**config.mk**
```make
export PLATFORM = sky130hd
export DESIGN_NAME = audio_sample_buffer
export DESIGN_NICKNAME = d
export VERILOG_FILES = /design/src/rtl/audio_sample_buffer.sv
export SDC_FILE = /design/constraint.sdc
export NUM_CORES = 2
export LEC_CHECK = 0
export ABC_AREA = 1
export ABC_CLOCK_PERIOD_IN_PS = 7280
export BUFFER_PORTS_ARGS = -buffer_cell sky130_fd_sc_hd__buf_2
export CAP_MARGIN = 10
export CORE_AREA = 2 2 477 479
export CTS_BUF_LIST = sky130_fd_sc_hd__clkbuf_4
export DETAILED_ROUTE_END_ITERATION = 10
export DIE_AREA = 0 0 479 481
export SYNTH_ARGS = -nofsm -noshare
export SYNTH_HDL_FRONTEND = slang
export SYNTH_SLANG_ARGS = --single-unit
```
**constraint.sdc**
```tcl
create_clock -name clk_pixel -period 7.28 [get_ports clk_pixel]
set_input_delay 0.728 -clock clk_pixel [delete_from_list [all_inputs] [get_ports clk_pixel]]
set_output_delay 0.728 -clock clk_pixel [all_outputs]
set_load 0.005 [all_outputs]
```
**src/rtl/audio_sample_buffer.sv**
```systemverilog
// audio_sample_buffer: stereo L-PCM sample FIFO feeding the HDMI audio sample
// packet stage. Samples arrive on clk_pixel, are MSB-aligned into 24-bit words
// and buffered. On packet_load the oldest (up to MAX_SAMPLES) entries are
// latched into the packet word registers with a contiguous present mask. They
// are held until packet_done, which pops them and advances the IEC 60958
// channel-status frame counter (0..191, wrapping).
//
// Optional build macro: AUDIO_BUF_STATS_EN
//   When defined, adds a saturating 16-bit overflow_count output and an
//   underrun pulse (packet_load seen in IDLE while the FIFO is empty).
//   When undefined, neither port exists and behaviour is otherwise identical.

module audio_sample_buffer #(
    parameter int DEPTH       = 16,
    parameter int MAX_SAMPLES = 4,
    parameter int BIT_WIDTH   = 24
) (
    input  logic                         clk_pixel,
    input  logic                         reset,
    input  logic                         sample_valid,
    input  logic [BIT_WIDTH-1:0]         sample_left,
    input  logic [BIT_WIDTH-1:0]         sample_right,
    input  logic                         packet_load,
    input  logic                         packet_done,
    output logic                         packet_valid,
    output logic [7:0]                   frame_counter,
    output logic [3:0][1:0][23:0]        audio_sample_word,
    output logic [3:0]                   audio_sample_word_present,
    output logic [$clog2(DEPTH):0]       fill_level,
    output logic                         overflow
`ifdef AUDIO_BUF_STATS_EN
    ,
    output logic [15:0]                  overflow_count,
    output logic                         underrun
`endif
);

    localparam int AW    = $clog2(DEPTH);
    localparam int FW    = AW + 1;
    localparam int SHIFT = 24 - BIT_WIDTH;

    typedef enum logic {
        ST_IDLE = 1'b0,
        ST_HOLD = 1'b1
    } state_t;

    // Storage: one entry holds {left[23:0], right[23:0]} already MSB-aligned.
    logic [47:0]            fifo_mem [DEPTH];

    logic [AW-1:0]          wr_ptr_q, wr_ptr_d;
    logic [AW-1:0]          rd_ptr_q, rd_ptr_d;
    logic [FW-1:0]          fill_q, fill_d;
    state_t                 state_q, state_d;
    logic [2:0]             held_n_q, held_n_d;
    logic                   packet_valid_q, packet_valid_d;
    logic [7:0]             frame_counter_q, frame_counter_d;
    logic [3:0]             present_q, present_d;
    logic [3:0][1:0][23:0]  word_q, word_d;
    logic                   overflow_q, overflow_d;

    logic                   fifo_full;
    logic                   push;
    logic                   drop;
    logic                   underrun_evt;
    logic [2:0]             n_avail;
    logic [2:0]             pop_count;
    logic [8:0]             fc_sum;
    logic [23:0]            left_aligned;
    logic [23:0]            right_aligned;

    logic [AW-1:0]          slot_idx   [4];
    logic [47:0]            slot_entry [4];

    // Narrow samples are left-justified; the unused low bits become zero.
    assign left_aligned  = 24'(sample_left)  << SHIFT;
    assign right_aligned = 24'(sample_right) << SHIFT;

    // Fullness is judged on the pre-update occupancy, so a pop in the same
    // cycle never makes room for an incoming sample.
    assign fifo_full    = (fill_q == FW'(DEPTH));
    assign push         = sample_valid && !fifo_full;
    assign drop         = sample_valid && fifo_full;
    assign underrun_evt = (state_q == ST_IDLE) && packet_load && (fill_q == '0);

    // Peek addresses for the four oldest entries (pointer arithmetic wraps).
    generate
        for (genvar gi = 0; gi < 4; gi++) begin : g_slot
            assign slot_idx[gi]   = rd_ptr_q + AW'(gi);
            assign slot_entry[gi] = fifo_mem[slot_idx[gi]];
        end
    endgenerate

    // Number of samples a packet takes now: min(fill_level, MAX_SAMPLES).
    always_comb begin
        n_avail = 3'(MAX_SAMPLES);
        if (fill_q < FW'(MAX_SAMPLES)) begin
            n_avail = 3'(fill_q);
        end
    end

    // Sample storage write port; pointers make stale contents unreachable.
    always_ff @(posedge clk_pixel) begin
        if (push) begin
            fifo_mem[wr_ptr_q] <= {left_aligned, right_aligned};
        end
    end

    // Next-state logic for the packet FSM, FIFO pointers and output registers.
    always_comb begin
        state_d         = state_q;
        held_n_d        = held_n_q;
        packet_valid_d  = packet_valid_q;
        frame_counter_d = frame_counter_q;
        present_d       = present_q;
        word_d          = word_q;
        pop_count       = 3'd0;
        fc_sum          = 9'd0;
        overflow_d      = drop;

        case (state_q)
            ST_IDLE: begin
                // packet_done here is meaningless and ignored.
                if (packet_load && (fill_q != '0)) begin
                    state_d        = ST_HOLD;
                    packet_valid_d = 1'b1;
                    held_n_d       = n_avail;
                    for (int i = 0; i < 4; i++) begin
                        if (3'(i) < n_avail) begin
                            present_d[i]  = 1'b1;
                            word_d[i][0] = slot_entry[i][47:24];
                            word_d[i][1] = slot_entry[i][23:0];
                        end else begin
                            present_d[i] = 1'b0;
                            word_d[i]    = '0;
                        end
                    end
                end
            end
            ST_HOLD: begin
                // Held contents stay frozen; a coincident packet_load is dropped
                // so the scheduler must issue a fresh load after release.
                if (packet_done) begin
                    pop_count = held_n_q;
                    fc_sum    = {1'b0, frame_counter_q} + 9'(held_n_q);
                    if (fc_sum >= 9'd192) begin
                        fc_sum = fc_sum - 9'd192;
                    end
                    frame_counter_d = fc_sum[7:0];
                    present_d       = 4'b0000;
                    word_d          = '0;
                    packet_valid_d  = 1'b0;
                    held_n_d        = 3'd0;
                    state_d         = ST_IDLE;
                end
            end
            default: begin
                state_d = ST_IDLE;
            end
        endcase
    end

    // Pointer and occupancy updates; held entries remain counted until popped.
    always_comb begin
        wr_ptr_d = wr_ptr_q + AW'(push);
        rd_ptr_d = rd_ptr_q + AW'(pop_count);
        fill_d   = fill_q + FW'(push) - FW'(pop_count);
    end

    // State registers with synchronous reset discarding everything buffered.
    always_ff @(posedge clk_pixel) begin
        if (reset) begin
            state_q         <= ST_IDLE;
            wr_ptr_q        <= '0;
            rd_ptr_q        <= '0;
            fill_q          <= '0;
            held_n_q        <= 3'd0;
            packet_valid_q  <= 1'b0;
            frame_counter_q <= 8'd0;
            present_q       <= 4'b0000;
            word_q          <= '0;
            overflow_q      <= 1'b0;
        end else begin
            state_q         <= state_d;
            wr_ptr_q        <= wr_ptr_d;
            rd_ptr_q        <= rd_ptr_d;
            fill_q          <= fill_d;
            held_n_q        <= held_n_d;
            packet_valid_q  <= packet_valid_d;
            frame_counter_q <= frame_counter_d;
            present_q       <= present_d;
            word_q          <= word_d;
            overflow_q      <= overflow_d;
        end
    end

    assign packet_valid              = packet_valid_q;
    assign frame_counter             = frame_counter_q;
    assign audio_sample_word         = word_q;
    assign audio_sample_word_present = present_q;
    assign fill_level                = fill_q;
    assign overflow                  = overflow_q;

`ifdef AUDIO_BUF_STATS_EN
    logic [15:0] overflow_count_q, overflow_count_d;
    logic        underrun_q, underrun_d;

    // Saturating drop counter and empty-load indicator.
    always_comb begin
        overflow_count_d = overflow_count_q;
        if (drop && (overflow_count_q != 16'hFFFF)) begin
            overflow_count_d = overflow_count_q + 16'd1;
        end
        underrun_d = underrun_evt;
    end

    // Statistics registers.
    always_ff @(posedge clk_pixel) begin
        if (reset) begin
            overflow_count_q <= 16'd0;
            underrun_q       <= 1'b0;
        end else begin
            overflow_count_q <= overflow_count_d;
            underrun_q       <= underrun_d;
        end
    end

    assign overflow_count = overflow_count_q;
    assign underrun       = underrun_q;
`else
    logic unused_stats;
    assign unused_stats = underrun_evt;
`endif

endmodule

```
# Word-level counts from Yosys, hierarchy flattened
# Memories as Yosys holds them, arrays and structs flattened. A register that Yosys moved wholly into a read port is not among the register bits.
# Index checks and enable logic that the tools add are counted.
# totals
ff_bits,223
ramBits,768
inputBits,53
out_inout_bits,211
word_cells,74
n_memories,1
# classes
n_addsub,9
n_lt_le_gt_ge,6
eq_ne,3
n_mux,30
bitwise_logic,1
n_reduce_logical,7
# memory_table
memory,words,width,read_ports,rd_clocked_by_memory_dff,wr,line_no,source
fifo_mem,16,48,4,1,1,48,logic [47:0] fifo_mem [DEPTH];
# op_table
operator,n
$mux W192,2
$pmux W192 S2,1
$mux W48,4
$mux W3,5
$mux W4,3
$mux W1,10
$add A8 B3 Y9,1
$ge A9 B8 Y1 const B,1
$add A4 B2 Y4 const B,2
$mux W8,1
$pmux W4 S2,1
$sub A8 B8 Y8 const B,1
$lt A1 B3 Y1 const A,2
$lt A2 B3 Y1 const A,2
$pmux W3 S2,1
$add A5 B1 Y5,1
$eq A5 B5 Y1 const B,1
$lt A5 B3 Y1 const B,1
$reduce_bool A5 Y1,1
$sub A5 B3 Y5,1
$add A4 B1 Y4,1
$add A4 B1 Y4 const B,1
$add A4 B3 Y4,1
$pmux W1 S2,2
6 further kinds,9

# Logic depth before layout (Yosys ltp)
# logic_depth
ltp_word,6
depth_mapped,18
ltp_nobuf,18

# Least setup slack after synthesis
# Ideal clock, no wire load.
# synth_path
path_kind,input-to-reg
start,input sample_valid
end,"memory fifo_mem[11][0], enable pin"
setup_ps,454
arrival_ps,3059
slack_ps,3767
path_stages,4
n_path_buf,0
cell_sequence,nand2_1 > inv_1 > nand3_1 > nor2_1
# synth_between
elab_chain_cells,3
# synth_rtl
element,line_no,source
"start, declared",20,"input logic sample_valid,"
$logic_and A1 B1 Y1,81,assign push = sample_valid && !fifo_full;
$mux W1,103,if (push) begin
$mux W1 (implied by the code),104,"fifo_mem[wr_ptr_q] <= {left_aligned, right_aligned};"
"end, declared",48,
# Every way passes these cells.

# Worst setup path in the final report
# layout_path
start,register rd_ptr_q[0]
end,register word_q (netlist bit audio_sample_word[73])
# layout_between
elab_chain_cells,5
# layout_rtl
element,line_no,source
"start, declared",51,"logic [AW-1:0] rd_ptr_q, rd_ptr_d;"
"start signal, assigned",185,rd_ptr_q <= rd_ptr_d;
$add A4 B1 Y4,88,assign slot_idx[gi] = rd_ptr_q + AW'(gi);
$mem_v2 Z16 W48,-,
$mux W48,128,if (3'(i) < n_avail) begin
$mux W192,123,if (packet_load && (fill_q != '0)) begin
$pmux W192 S2,120,case (state_q)
"end signal, assigned",191,word_q <= word_d;
"end, declared",58,"logic [3:0][1:0][23:0] word_q, word_d;"
# Every way passes these cells. The select of a mux whose other input is x is not followed.
# A chain may end at the register's enable or synchronous reset.

==> impl_metrics.csv <==
group,metric,value,unit
cts,cts_root_buf,"clkbuf_4",
power_and_ir_drop,max-vdd-ir-drop,0.0002359,V
cts,cts_buffers,298,
grt,grt_pass1_wl,306700,um
routing,drc,0,
yosys,yosys-top-cells-area,"edfxtp_1 43%, nand2_1 20%, nand3_1 9.9%",
placement,dp_hpwl,124000,um
yosys,ys_types,32,
yosys,ys_seq_elements,990,
floorplanning,dieHeight,481,um
critical_path,crit_chain,"inv_8 > ha_4 > inv_8 > buf_4 > nand2_1 > nand3_1 > nand3_1 > nand3_1 > a21oi_1",
layout,drive_above_1_share,13.75,%
cts,cts_tree,"yes",
power_and_ir_drop,p_leak,24.24,nW
critical_path,path_delay_family,"buffers and inverters",
worst_hold_path,min_delay_path_depth,4,
placement,port_buffers,263,
sta,worst_slew_pin_slew,1244,ps
run_status,status,"completed",
critical_path,arrival,5760,ps
worst_hold_path,hp-class,"in -> reg",
layout,fin_area,61830,sq um
yosys,synth_top_flop_cell,"edfxtp_1",
grt,antenna_found_initial,23,
layout,syn2layout_area_growth,14.97,%
placement,dp_cells,9827,
floorplanning,die_area,230400,sq um
yosys,synth_fp_nets,7079,
layout,nNetsFinal,7247,
sta,period_minus_slack,4539,ps
floorplanning,ios,264,
sta,final-max-slew-violation-count,0,
yosys,ys_warn_count,0,
cts,clk_pin_slew,60,ps
critical_path,r2r_setup_slack,2740,ps
cts,insertion_delay,1320,ps
flow_run,cap_violations,0,
cts,numClockSinks,990,
critical_path,path_class,"reg -> reg",
critical_path,critPathSlowestCell,"ha_4",
routing,vias,51500,
worst_hold_path,min-delay-start,"packet_load",
floorplanning,coreArea,225700,sq um
cts,htreeDepth,5,
sta,setup_violations,0,
yosys,ys_seq_area_share,51.14,%
grt,grt_max_degree,265,
yosys,synth_area_leader_cell,"edfxtp_1",
critical_path,worst_setup_path_end_kind,"register",
grt,grt_pass1_vias,46580,
critical_path,crit_fanout,165,
yosys,syn_area_per_cell,7.681,sq um
yosys,yosysTopAreaCellShare,42.88,%
sta,whs,300.0,ps
yosys,syn_inst,7002,
power_and_ir_drop,powerDensity,237.5,nW/um^2
sta,clock-skew-final,112.4,ps
layout,fin_cells,10410,
yosys,async_flop_share,0,%
routing,final_antenna_net_count,0,
critical_path,reg2regPathDepth,9,
critical_path,worst_path_most_repeated_cell,"nand3_1",
layout,regArea,27520,sq um
routing,first_iter_violations,6412,
floorplanning,core.rowCount,175,
critical_path,critPathMaxStageDelay,1140,ps
grt,grt_usage,17.89,%
floorplanning,initial_core_util,23.82,%
critical_path,critPathLaunchType,"register",
routing,drt_wl_total,215300,um
placement,placed_area,57590,sq um
cts,cts_buffer_depth,4,
placement,gp_congestion,0.8398,
layout,fillCellCount,24110,
grt,overflow,0,
routing,via_per_inst,4.948,
routing,wl_per_cell,20.69,um
critical_path,crit-reg2reg-launch,"rd_ptr_q[0]",
sta,rsz0062_at_grt,"no",
layout,multi_input_area,23230,sq um
critical_path,worst-path-buf-inv,3,
sta,post-route-period-util,62.34,%
sta,slew_headroom,17.07,%
critical_path,r2r_end,"audio_sample_word[73]",
worst_hold_path,holdPathEnd,"state_q",
sta,fin_tns_setup,0,ps
critical_path,cp.required,8500,ps
floorplanning,fp.dieW,479,um
sta,clock.fmax,220.3,MHz
yosys,synth_enable_flop_cells,768,
sta,hold_viol_final,0,
yosys,synth_area,53780,sq um
routing,drtPass1Iterations,6,
state kept, by name, indices dropped and copies added (netlist names):
name                       count
audio_sample_word_present      3
state_q                        1
audio_sample_word            192
overflow                       1
rd_ptr_q                       4
packet_valid                   1
held_n_q                       3
fill_level                     5
fifo_mem                     768
wr_ptr_q                       4
frame_counter                  8
synthesized netlist by cell type (32+ instances only):
| cell type | count |
|---|---|
| a21oi_1 | 311 |
| buf_1 | 77 |
| buf_2 | 108 |
| clkbuf_1 | 309 |
| dfxtp_1 | 222 |
| edfxtp_1 | 768 |
| inv_1 | 268 |
| nand2_1 | 2853 |
| nand3_1 | 1059 |
| nor2_1 | 47 |
| o21ai_0 | 679 |
| o21ai_1 | 32 |
| or2_2 | 163 |
cell usage in the layout (no fill, tap or decap), types with 2 or more instances in the layout:
master	n
a21o_1	2
a21oi_1	310
buf_12	5
buf_2	262
buf_4	75
bufinv_16	2
clkbuf_4	448
clkinv_1	52
clkinv_2	16
dfxtp_1	218
dfxtp_4	3
diode_2	10
dlygate4sd3_1	52
edfxtp_1	768
fa_1	3
ha_1	19
ha_4	2
inv_1	265
inv_2	6
inv_6	3
inv_8	3
mux2i_1	15
nand2_1	2853
nand3_1	1059
nand4_1	4
nor2_1	27
nor2_4	20
o211ai_1	7
o21ai_0	679
o21ai_1	31
o22ai_1	2
or2_2	163
xor2_4	2
worst max path at each step:
stage	from	to	slack [ps]	depth (start not counted)
2_1_floorplan	sample_valid	fifo_mem[11][0]	3770	4
3_3_place_gp	rd_ptr_q[0]	audio_sample_word[1]	2960	11
3_5_place_dp	rd_ptr_q[0]	audio_sample_word[73]	2850	9
4_1_cts	rd_ptr_q[0]	audio_sample_word[73]	2880	9
5_1_grt	rd_ptr_q[0]	audio_sample_word[6]	2430	10
6_report	rd_ptr_q[0]	audio_sample_word[73]	2740	9
per-stage QoR:
stage | utilization [%] | setup WS, ps | power (mW)
3_5_place_dp | 25.51 | 2853 | 9.358
6_report | 27.39 | 2741 | 14.68
5_1_grt | 27.39 | 2429 | 15.34
3_3_place_gp | 25.51 | 2961 | 9.331
4_1_cts | 27.38 | 2880 | 14.79
2_1_floorplan | - | 3767 | 7.986
power by group:
| group | internal [mW] | switching, mW |
|---|---|---|
| clock | 2.87 | 2.53 |
| sequential | 6.45 | 0.232 |
| combinational | 0.680 | 1.93 |
cells by family after synthesis:
logic type | Yosys count | synth area share [%]
AOI/OAI and AO/OA | 1038 | 9.729
xor gates and xnor gates | 5 | 0.09540
adders and majority gates | 24 | 0.6002
buffers and inverters | 804 | 6.114
DFF | 990 | 51.14
muxes | 15 | 0.2792
and+or+nand+nor | 4126 | 32.04
timing repair:
action	CTS	global route
setup buffers	0	0
hold endpoints to repair	780	0
hold buffers	52	0
gates resized for setup	0	0
tightest hold or removal path, stage by stage:
cell	delay [ps]
dlygate4sd3_1	530
buf_2	130
nand2_1	60
a21oi_1	50
metal layers:
metal / wire length [um] / share of wire (%) / GRT usage, % / up-vias
met2: 93710 / 44 / 27.65 / 3016
met4: 9708 / 4.5 / 7.831 / 28
met1: 85570 / 40 / 23.19 / 23980
met5: 175 / 0.081 / 0 / -
li1: - / - / - / 23840
met3: 26150 / 12 / 5.093 / 634
cell type report:
class	count	share of cell area [%]
diodes	10	0.04047
flip-flops and latches	990	44.51
well taps	3009	6.089
repair buffers	395	4.057
inverters	277	1.748
multi-input cells	5208	37.57
clock buffers	448	5.439
clock inverters	71	0.5463
Note: power is estimated with default switching activity, not from simulation.
